File: src/rtl/divider_pkg.sv
// Shared types and default widths for the restoring divider that sits beside the Booth multiplier.
package divider_pkg;

  localparam int DEFAULT_N = 6;
  localparam int DW = 2 * DEFAULT_N;
  localparam int CW = $clog2(2 * DEFAULT_N + 1);

  typedef enum logic [2:0] {
    IDLE,
    ABS,
    ITER,
    FIX,
    DONE
  } state_t;

endpackage

File: src/rtl/restoring_div_step.sv
// One combinational restoring-division iteration on magnitudes: shift {rem, quo} left and try to subtract |Y|.
module restoring_div_step #(
  parameter int N = 6
) (
  input  logic [N:0]     rem,
  input  logic [2*N-1:0] quo,
  input  logic [N:0]     absY,
  output logic [N:0]     remNext,
  output logic [2*N-1:0] quoNext
);

  logic [N+1:0] shifted;
  logic [N+1:0] trial;

  // rem < |Y| on entry, so the shifted value never reaches bit N+1 and trial's MSB is its sign
  always_comb begin
    shifted = {rem, quo[2*N-1]};
    trial   = shifted - {1'b0, absY};
    remNext = trial[N+1] ? shifted[N:0] : trial[N:0];
    quoNext = {quo[2*N-2:0], ~trial[N+1]};
  end

endmodule

File: src/rtl/booth_divider.sv
// Sequential 2N/N restoring divider, one quotient bit per clock.
// Define DIVIDER_SIGNED_EN for two's-complement operands with truncating sign fix-up.
module booth_divider
  import divider_pkg::*;
#(
  parameter int N = DEFAULT_N
) (
  input  logic           clk,
  input  logic           rst,
  input  logic           load,
  input  logic [2*N-1:0] Z,
  input  logic [N-1:0]   Y,
  output logic [N-1:0]   Q,
  output logic [N-1:0]   R,
  output logic           busy,
  output logic           done,
  output logic           div_by_zero,
  output logic           overflow
);

  localparam int NW = 2 * N;
  localparam int NC = $clog2(2 * N + 1);

  state_t          state;
  logic [NW-1:0]   zReg;
  logic [N-1:0]    yReg;
  logic [N:0]      rem;
  logic [NW-1:0]   quo;
  logic [N:0]      absY;
  logic [NC-1:0]   cnt;
  logic [N:0]      remNext;
  logic [NW-1:0]   quoNext;
  logic [NW-1:0]   absZComb;
  logic [N:0]      absYComb;
  logic [N-1:0]    qOut;
  logic [N-1:0]    rOut;
  logic            ovfComb;

  restoring_div_step #(.N(N)) step (
    .rem     (rem),
    .quo     (quo),
    .absY    (absY),
    .remNext (remNext),
    .quoNext (quoNext)
  );

`ifdef DIVIDER_SIGNED_EN
  localparam logic [NW-1:0] POS_LIMIT = NW'((1 << (N - 1)) - 1);
  localparam logic [NW-1:0] NEG_LIMIT = NW'(1 << (N - 1));

  logic signQ;
  logic signR;

  // The most negative quotient has one more unit of magnitude than the most positive one
  always_comb begin
    absZComb = zReg[NW-1] ? -zReg : zReg;
    absYComb = yReg[N-1] ? -{yReg[N-1], yReg} : {yReg[N-1], yReg};
    qOut     = signQ ? -quo[N-1:0] : quo[N-1:0];
    rOut     = signR ? -rem[N-1:0] : rem[N-1:0];
    ovfComb  = signQ ? (quo > NEG_LIMIT) : (quo > POS_LIMIT);
  end

  always_ff @(posedge clk) begin
    if (rst) begin
      signQ <= 1'b0;
      signR <= 1'b0;
    end else if (state == ABS) begin
      signQ <= zReg[NW-1] ^ yReg[N-1];
      signR <= zReg[NW-1];
    end
  end
`else
  always_comb begin
    absZComb = zReg;
    absYComb = {1'b0, yReg};
    qOut     = quo[N-1:0];
    rOut     = rem[N-1:0];
    ovfComb  = |quo[NW-1:N];
  end
`endif

  // Control FSM; in DONE with busy still high we are finishing a divide-by-zero and raise done one edge later
  always_ff @(posedge clk) begin
    if (rst) begin
      state       <= IDLE;
      Q           <= '0;
      R           <= '0;
      busy        <= 1'b0;
      done        <= 1'b0;
      div_by_zero <= 1'b0;
      overflow    <= 1'b0;
      zReg        <= '0;
      yReg        <= '0;
      rem         <= '0;
      quo         <= '0;
      absY        <= '0;
      cnt         <= '0;
    end else begin
      case (state)
        IDLE, DONE: begin
          if (state == DONE && busy) begin
            busy <= 1'b0;
            done <= 1'b1;
          end else if (load) begin
            zReg        <= Z;
            yReg        <= Y;
            done        <= 1'b0;
            div_by_zero <= 1'b0;
            overflow    <= 1'b0;
            busy        <= 1'b1;
            state       <= ABS;
          end
        end
        ABS: begin
          rem  <= '0;
          quo  <= absZComb;
          absY <= absYComb;
          cnt  <= NC'(NW);
          if (yReg == '0) begin
            div_by_zero <= 1'b1;
            Q           <= '0;
            R           <= '0;
            state       <= DONE;
          end else begin
            state <= ITER;
          end
        end
        ITER: begin
          rem <= remNext;
          quo <= quoNext;
          cnt <= cnt - NC'(1);
          if (cnt == NC'(1)) state <= FIX;
        end
        FIX: begin
          if (ovfComb) begin
            overflow <= 1'b1;
            Q        <= '0;
            R        <= '0;
          end else begin
            Q <= qOut;
            R <= rOut;
          end
          busy  <= 1'b0;
          done  <= 1'b1;
          state <= DONE;
        end
        default: state <= IDLE;
      endcase
    end
  end

endmodule
File: config.mk
export PLATFORM = sky130hd
export DESIGN_NAME = booth_divider
export DESIGN_NICKNAME = d
export VERILOG_FILES = /design/src/rtl/divider_pkg.sv /design/src/rtl/restoring_div_step.sv /design/src/rtl/booth_divider.sv
export SDC_FILE = /design/constraint.sdc
export NUM_CORES = 1
export LEC_CHECK = 0
export CORE_MARGIN = 1
export CORE_UTILIZATION = 25
export CTS_CLUSTER_DIAMETER = 50
export CTS_CLUSTER_SIZE = 10
export DETAILED_ROUTE_END_ITERATION = 6
export HOLD_SLACK_MARGIN = 0.02
export PLACE_DENSITY_LB_ADDON = 0.08
export SYNTH_ARGS = -nofsm -noshare
export SYNTH_HDL_FRONTEND = slang
export SYNTH_HIERARCHICAL = 1
export SYNTH_SLANG_ARGS = --single-unit
File: constraint.sdc
create_clock -name clk -period 1.9 [get_ports clk]
set_input_delay 0.19 -clock clk [delete_from_list [all_inputs] [get_ports clk]]
set_output_delay 0.19 -clock clk [all_outputs]
set_load 0.005 [all_outputs]
# Yosys cells after proc, flatten, opt, wreduce, memory -nomap -nowiden
# Cells that the tools add are included.
dict set report word_totals {
  register_bits 66
  output_inout_bits 16
  wordCells 68
}
dict set report op_classes {
  n_addsub 2
  n_eq_ne 11
  muxes 25
  bitwise_logic 2
  n_reduce_logical 15
}
# op n
set op_table {}
lappend op_table {{12-bit case mux with 2 select lines} 1}
lappend op_table {{6-bit case mux with 2 select lines} 2}
lappend op_table {{6-bit 2-to-1 mux} 3}
lappend op_table {{7-bit case mux with 2 select lines} 1}
lappend op_table {{3-bit 2-to-1 mux} 4}
lappend op_table {{3-bit case mux with 4 select lines} 1}
lappend op_table {{2-bit inequality test, second input constant} 5}
lappend op_table {{1-bit case mux with 2 select lines} 4}
lappend op_table {{4-bit case mux with 2 select lines} 1}
lappend op_table {{4-bit AND reduction} 2}
lappend op_table {{2-bit nonzero test} 4}
lappend op_table {{8-bit by 6-bit subtractor with 8-bit output} 1}
lappend op_table {{1-bit 2-to-1 mux} 7}
lappend op_table {{7-bit 2-to-1 mux} 1}
lappend op_table {{3-bit by 2-bit == test with 1-bit output, second input constant} 2}
lappend op_table {{6-bit zero test} 1}
lappend op_table {{3-bit AND reduction} 2}
lappend op_table {{6-bit OR reduction} 1}
lappend op_table {{4-bit by 1-bit == test with 1-bit output, second input constant} 1}
lappend op_table {{2-bit AND reduction} 2}
lappend op_table {{4-bit by 1-bit subtractor with 4-bit output, second input constant} 1}
lappend op_table {{3-bit by 1-bit == test with 1-bit output, second input constant} 1}
lappend op_table {{3-bit == test, second input constant} 1}
lappend op_table {{3-bit zero test} 1}
lappend op_table {{other kinds (4)} 5}

# Longest topological paths before layout
# Gate-level depths: netlist of the first run.
dict set report logic_depth {
  word_depth 4
  mapped_depth 10
  depth_no_buf 10
}

# Cells and area by module
# Netlist of the first run, hierarchy kept.
# module instances cells_each area_each_um2 seq_area_each_um2
set modules_own_cells {}
lappend modules_own_cells {booth_divider 1 292 2627.5 1321.3}
lappend modules_own_cells {restoring_div_step 1 68 528.0 0.0}

# Worst setup path after synthesis of the first run
# Ideal clock, no wire load.
dict set report synth_timing {
  path_type {register to register}
  start {register quo[11]}
  end {register rem[6]}
  setup_ps 70
  arrival_time_ps 1969
  t_required_ps 1830
  slack_ps -139
  path_stages_with_launch 11
  synth_period_minus_slack_ps 2039
  cell_sequence {dfxtp_1 > inv_1 > ha_1 > fa_1 > nand2b_1 > a21oi_1 > o21ai_0 > and3_1 > o41ai_1 > nand2_1 > a21oi_1}
}
dict set report synth_between {
  elab_chain_cells 3
}
# element line
set synth_rtl {}
lappend synth_rtl {{from (decl)} booth_divider.sv:28} ;# logic [NW-1:0] quo;
lappend synth_rtl {{from (signal assigned)} booth_divider.sv:116} ;# quo <= absZComb;
lappend synth_rtl {{from (signal assigned)} booth_divider.sv:130} ;# quo <= quoNext;
lappend synth_rtl {{8-bit by 6-bit subtractor with 8-bit output} restoring_div_step.sv:18} ;# trial = shifted - {1'b0, absY};
lappend synth_rtl {{7-bit 2-to-1 mux} restoring_div_step.sv:19} ;# remNext = trial[N+1] ? shifted[N:0] : trial[N:0];
lappend synth_rtl {{net remNext[6]} booth_divider.sv:31} ;# logic [N:0] remNext;
lappend synth_rtl {{7-bit case mux with 2 select lines} booth_divider.sv:99} ;# case (state)
lappend synth_rtl {{to (signal assigned)} booth_divider.sv:129} ;# rem <= remNext;
lappend synth_rtl {{to (decl)} booth_divider.sv:27} ;# logic [N:0] rem;
# The timed path passes the listed nets, and every way through them passes these cells.
# A chain may end at the register's enable or synchronous reset.

# Worst setup path after layout of the first run
dict set report layout_timing {
  start {register absY[4]}
  end {register rem[6]}
}
dict set report layout_between {
  elab_chain_cells 3
}
# element line
set layout_rtl {}
lappend layout_rtl {{from (decl)} booth_divider.sv:29} ;# logic [N:0] absY;
lappend layout_rtl {{from (signal assigned)} booth_divider.sv:117} ;# absY <= absYComb;
lappend layout_rtl {{8-bit by 6-bit subtractor with 8-bit output} restoring_div_step.sv:18}
lappend layout_rtl {{7-bit 2-to-1 mux} restoring_div_step.sv:19}
lappend layout_rtl {{net remNext[6]} booth_divider.sv:31}
lappend layout_rtl {{7-bit case mux with 2 select lines} booth_divider.sv:99}
# The timed path passes the listed nets, and every way through them passes these cells.

==> results of run 1 <==
## timing repair
| action | 4_1_cts | 5_1_grt |
|---|---|---|
| resized for setup | 18 | 20 |
| hold endpoints to repair | 0 | 0 |
| endpoints found under the setup margin | 8 | 8 |
| buffers inserted | 2 | 1 |
| pin swaps | 6 | 4 |
## layer usage
| layer | track usage [%] | share of wire [%] |
|---|---|---|
| met5 | 0 | 0 |
| met4 | 4.935 | 1.2 |
| met1 | 18.84 | 52 |
| met3 | 3.600 | 2.8 |
| met2 | 21.58 | 44 |
## final cells by class
| type | instances | area [sq um] | area share (%) |
|---|---|---|---|
| tap | 168 | 210.2 | 4.895 |
| inverter | 16 | 60.06 | 1.399 |
| clock buffer | 13 | 270.3 | 6.294 |
| multi-input combinational | 240 | 1725 | 40.18 |
| sequential | 66 | 1331 | 31.00 |
| clock inverter | 2 | 35.03 | 0.8159 |
| timing repair buffer | 73 | 661.9 | 15.41 |
## power groups by stage
stage | clock (uW) | sequential, uW | combinational, uW
after floorplan | 0 | 1530 | 458
after global placement | 0 | 1560 | 696
after detailed placement | 0 | 1560 | 697
after CTS | 1740 | 1530 | 717
after global routing | 1800 | 1540 | 818
final | 1690 | 1530 | 746
## kinds of logic after synthesis
kind of cell	Yosys count	synth area share [%]
adder cells (fa/ha/maj)	10	4.203
flip-flops	66	41.87
other	1	0.1188
XOR/XNOR	3	0.8328
multiplexers	5	1.705
AND/OR/NAND/NOR	94	16.38
buffers and inverters	54	8.763
AO/OA/AOI/OAI	127	26.13
## per-stage QoR
step	std cells	setup slack (ps)	cell area [sq um]	hold WS, ps
detailed placement	560	-144.5	3824	448.6
CTS	577	-47.81	4199	231.1
global placement	560	-119.3	3824	447.7
finish	578	-66.02	4294	233.8
global route	578	-150.6	4294	231.8
floorplan	360	-49.85	3194	337.7
## final timing paths
kind	start	endpoint	depth (start not counted)
hold reg to reg	absY[5]	absY[5]	2
setup reg to reg	absY[4]	rem[6]	8
setup / recovery	absY[4]	rem[6]	8
hold / removal	rst	state[1]	3
## state kept, by name (all words and copies together) (netlist names)
| register | flops |
|---|---|
| done | 1 |
| absZComb | 12 |
| cnt | 4 |
| absY | 6 |
| overflow | 1 |
| busy | 1 |
| R | 6 |
| state | 3 |
| div_by_zero | 1 |
| rem | 7 |
| yReg | 6 |
| quo | 12 |
| Q | 6 |
## synth_stat cells, types with 6 or more instances
cell type  count  area share (%)
a21oi_1       52             8.2
a22o_2        12             3.8
a22oi_1       12             2.9
buf_2          8             1.3
buf_4         15             3.6
clkbuf_1      13             1.5
dfxtp_1       66              42
ha_1           9             3.6
inv_1         15             1.8
nand2_1       25             3.0
nand2b_1       6             1.2
nand3_1       40             6.3
o21ai_0       24             3.8
## critical path, delay by kind of cell (launching register included)
family                     cells  cell delay [ps]
AOI/OAI and AO/OA              4             1030
DFF                            1              330
adders and majority gates      1              230
buffers and inverters          2              200
and+or+nand+nor                1              110
==> impl_results.md, run 1 <==
* Final Max Tran Viols at 0
* DRT Pass-1 Iters at 4
* CTS clk-pin slew, worst paths at 50 ps
* Final setup margin at -66.02 ps
* Total power per unit cell area at 923.7 nW/um^2
* CTS tree: built
* Slew HR at 60.24%
* Die Ht at approximately 110 microns
* Int Power at slightly below 3000 uW
* Pin count of the biggest net entering global routing at 53
* Mapped cell area at between 3000 and 4000 sq um
* CP max stage cell: o311a_4
* Most common cell after layout, fill and taps aside: dfxtp_1
* Unrepaired setup endpoints after global routing: yes
* I/O pin cnt at 37
* CP Capture Type: register
* Clock buffer depth at 2
* Flops & latches, synth at 66
* DP Wirelength at 5802 microns
* N_diodes at 0
* Layout cells sized above 1 at 27.80%
* Worst vdd ir at 0.5636 mV
* Logic gate share of total power at 18.8%
* Tcrit/Tclk final at 103.5%
* Least-Margin Pin Slew at 596.4 ps
* Global-route wire length before repair at 13920 microns
* Gr ovfl total at 0
* Syn Inst Count at 360
* Mapped Nets at 391
* Fin. Hold Viols at 0
* Site row count at 40
* Post-layout util at around a third
* Reg2reg setup slack at -70 ps
* CTS sink count at 66
* Setup TNS at -127.9 ps
* # DRC at 0
* DR vias/cell at 4.696
* Post-synth top flop: dfxtp_1
* Initial antenna violation count at 0
* Netlist cell types at 52
* CTS Buf Count at 9
* WP data required at 2160 ps
* Worst path arrival time at approximately 2200 ps
* Failing checks: setup timing
* Lkg Pwr at 0.001544 uW
* DRT Wirelength at approximately 8600 microns
* Max_cap viols at 0
* Fill cells at between 1000 and 1500
* Post-synth EDFFs at 0
* Critical path peak fanout at 4
* Clock skew at slightly below 5 ps
* Sequential Power Share at 38.6%
* WL/cell at between 10 and 15 microns
* All-Layer GR Usage at 13.99%
* H-tree depth at 3
* Minimum clock period at between 1500 and 2000 ps
* CP cell instances: inv_2 -> ha_4 -> a21o_1 -> o311a_4 -> buf_4 -> o41ai_2 -> nand2_1 -> a21oi_2
* Via Count at 2714
* Synthesized area per cell at 8.765 sq um
* Worst Path Class, Setup: register to register
* Power, Total at 3967 uW
* CP peak stage delay at 410 ps
* Root Buffer: clkbuf_16
* Endpoints failing setup at 4
* Syn. warnings at 6
* Switching Share at 26.44%
* Area Overhead vs Synth at 36.08%
* Initial Util at 25.95%
* Clk pwr share at 42.6%
* Ys async rst share at 0%
* Worst min-delay path class: input pin to register
* Post-route antenna net violation count at 0
* Die area at 13080 sq um
* Port-buffer cells at 36
* 1st-iter DRT viols at 136
* Switching power at 1049 uW
* Die width at 114.4 microns
* Status: finished, violations left
* Nets at 437
* Skew-Pair Late Insertion Delay at roughly 320 ps
* Placer Congestion at 0.7444
* Vias in the first global route at approximately 2700
* FMAX at 0.5086 GHz
* Most frequent cells in the layout: dfxtp_1, a21oi_1, nand3_1
* Core area at roughly 12000 sq um
* Hold_buf cts at 0
* Startpoint types: register
* Register area share after synthesis at 41.87%
(Power assumes the default switching activity.)
==> run 2: changes to the inputs <==
--- a/config.mk
+++ b/config.mk
@@ -16,3 +16,4 @@
 export SYNTH_HDL_FRONTEND = slang
 export SYNTH_HIERARCHICAL = 1
 export SYNTH_SLANG_ARGS = --single-unit
+export TNS_END_PERCENT = 100
==> results of run 2 <==
The final DEF is identical to that of run 1; final timing and power are the same.
==> run 3: changes to the inputs <==
--- a/config.mk
+++ b/config.mk
@@ -12,8 +12,8 @@
 export DETAILED_ROUTE_END_ITERATION = 6
 export HOLD_SLACK_MARGIN = 0.02
 export PLACE_DENSITY_LB_ADDON = 0.08
+export REMOVE_ABC_BUFFERS = 1
 export SYNTH_ARGS = -nofsm -noshare
 export SYNTH_HDL_FRONTEND = slang
 export SYNTH_HIERARCHICAL = 1
 export SYNTH_SLANG_ARGS = --single-unit
-export TNS_END_PERCENT = 100
==> run 3 against run 2 <==
Compared with the run above: the flow still finishes with violations (setup timing); non-clock buffer count unchanged; combinational power up 0.7%; via count rose by 0.66%; register-to-register slack improved by 20 ps; clock power rose by 8%; sequential share of layout area decreased by 0.52 points; largest power group unchanged; highest routed layer unchanged.
==> impl_results.md, run 3 (synthesis results as in run 1) <==
* Status: finished, violations left
* Failing checks: setup timing
* Most common cell after layout, fill and taps aside: dfxtp_1
* Die area at between 10000 and 15000 sq um
* Minimum clock period at 1950 ps
* CTS tree: built
* DRT Wirelength at 8641 microns
* Core area at approximately 12000 sq um
* N_diodes at 0
* Endpoints failing setup at 6
* Fill cells at 1257
* Total power per unit cell area at 944.5 nW/um^2
* Initial Util at approximately a quarter
* CP Capture Type: register
* Buf/Inv on CP at 2
* Site row count at 40
* Unrepaired setup endpoints after global routing: yes
* Multi-input gate area at 1755 sq um
* Via Count at between 2000 and 3000
* CTS sink count at 66
* Gr ovfl total at 0
* Vias in the first global route at 2701
* Tcrit/Tclk final at 102.6%
* Placer Congestion at 0.7286
* CP cell instances: inv_2 -> ha_4 -> o211ai_2 -> a21oi_4 -> o311a_4 -> nor2_8 -> buf_6 -> mux2i_1 -> nand2_1 -> a21oi_1
* Startpoint types: register
* Final Max Tran Viols at 0
* Clock skew at between 8 and 9 ps
* Layout cells sized above 1 at 27.49%
* 1st-iter DRT viols at 142
* Initial antenna violation count at 0
* CTS clk-pin slew, worst paths at about 60 ps
* Die Ht at 114.4 microns
* Worst vdd ir at 0.8793 mV
* Die width at between 100 and 150 microns
* DRT Pass-1 Iters at 4
* Worst min-delay path class: input pin to register
* Sequential cell area at ~1300 sq um
* H-tree depth at 3
* Pin count of the biggest net entering global routing at 33
* Lkg Pwr at between 0.0015 and 0.002 uW
* WL/cell at 14.92 microns
* Port-buffer cells at 36
* Global-route wire length before repair at 13880 microns
* CTS Buf Count at 9
* Worst Path Class, Setup: register to register
* Most frequent cells in the layout: dfxtp_1, a21oi_1, nand3_1
* CP max stage cell: o311a_4
* Post-route antenna net violation count at 0
* Worst path arrival time at 2210 ps
* Max_cap viols at 0
* Nets at about 440
* Clock buffer depth at 2
* Delay-heaviest family, CP: compound AO/OA/AOI/OAI gates
* Area Overhead vs Synth at 38.03%
* All-Layer GR Usage at 14.11%
* DP Wirelength at 5645 microns
* Place WS at -220.5 ps
* DR vias/cell at approximately 4.7
* Root Buffer: clkbuf_16
* Least-Margin Pin Slew at a little over 600 ps
* Fin. Hold Viols at 0
* CP peak stage delay at 360 ps
* Non-Filler Instances at approximately 580
* # DRC at 0
* WP data required at 2160 ps
* DP Cell Count at ~560
* I/O pin cnt at 37
* Skew-Pair Late Insertion Delay at 340 ps
* FMAX at 0.5128 GHz
* Slew HR at between 50% and 60%
* Critical path peak fanout at 5
* Final setup margin at -49.99 ps
## run 3: changes by cell type in the layout (fill, tap and decap cells not counted), moves of 2 or more
cell / before / now
ha_2: 3 / 0
a21oi_1: 48 / 50
clkbuf_8: 3 / 1
ha_4: 3 / 7
a21oi_2: 3 / 1
clkinvlp_4: 0 / 2
## run 3: area by class of cell
cell class / count / share of cell area [%]
tap: 168 / 4.826
timing repair buffer: 73 / 15.48
clock inverter: 6 / 2.040
inverter: 16 / 1.379
sequential: 66 / 30.48
multi-input combinational: 240 / 40.30
clock buffer: 10 / 5.487
## run 3: worst register-to-register path, delay by kind of cell (launching register included)
family          cells  cell delay, ps
compound gates      4             740
fa+ha+maj           1             210
buf+inv             2             180
flops               1             340
mux                 1             180
simple gates        2             220
## run 3: where the power goes
group	internal (uW)	total [uW]	leakage (uW)	switching [uW]
clock network	1190	1830	0.000155	644
logic	343	751	0.000871	408
registers	1460	1530	0.000539	69.7
## run 3: through the flow
| stage | area (sq um) | hold WS (ps) | setup TNS [ps] | utilization, % | total power (uW) |
|---|---|---|---|---|---|
| after floorplan | 2939 | 259.1 | -400.3 | - | 1903 |
| after detailed placement | 3796 | 449.1 | -1294 | 31.21 | 2251 |
| after global routing | 4355 | 187.1 | -979.0 | 35.81 | 4324 |
| after global placement | 3796 | 446.3 | -1197 | 31.21 | 2243 |
| final | 4355 | 185.3 | -157.2 | 35.81 | 4114 |
| after CTS | 4329 | 170.0 | -258.2 | 35.60 | 4176 |
## run 3: worst paths after layout
kind	cells past startpoint	slack [ps]	start	endpoint
max	10	-50	absY[2]	rem[1]
min	3	190	rst	state[1]
max reg2reg	10	-50	absY[2]	rem[1]
min reg2reg	2	450	absY[5]	absY[5]
## run 3: metal layers
metal  up-vias  track usage [%]  share of wire, %
li1       1379                -                 -
met1      1294            18.04                49
met2        51            22.75                46
met3         8            4.394               3.7
met4         0            4.156               1.2
met5         -                0                 0
## run 3: repair_timing
item	4_1_cts	5_1_grt
pin swaps	13	0
resized for setup	36	4
setup buffers	4	0
hold buffers	0	0
setup endpoints to repair	8	8
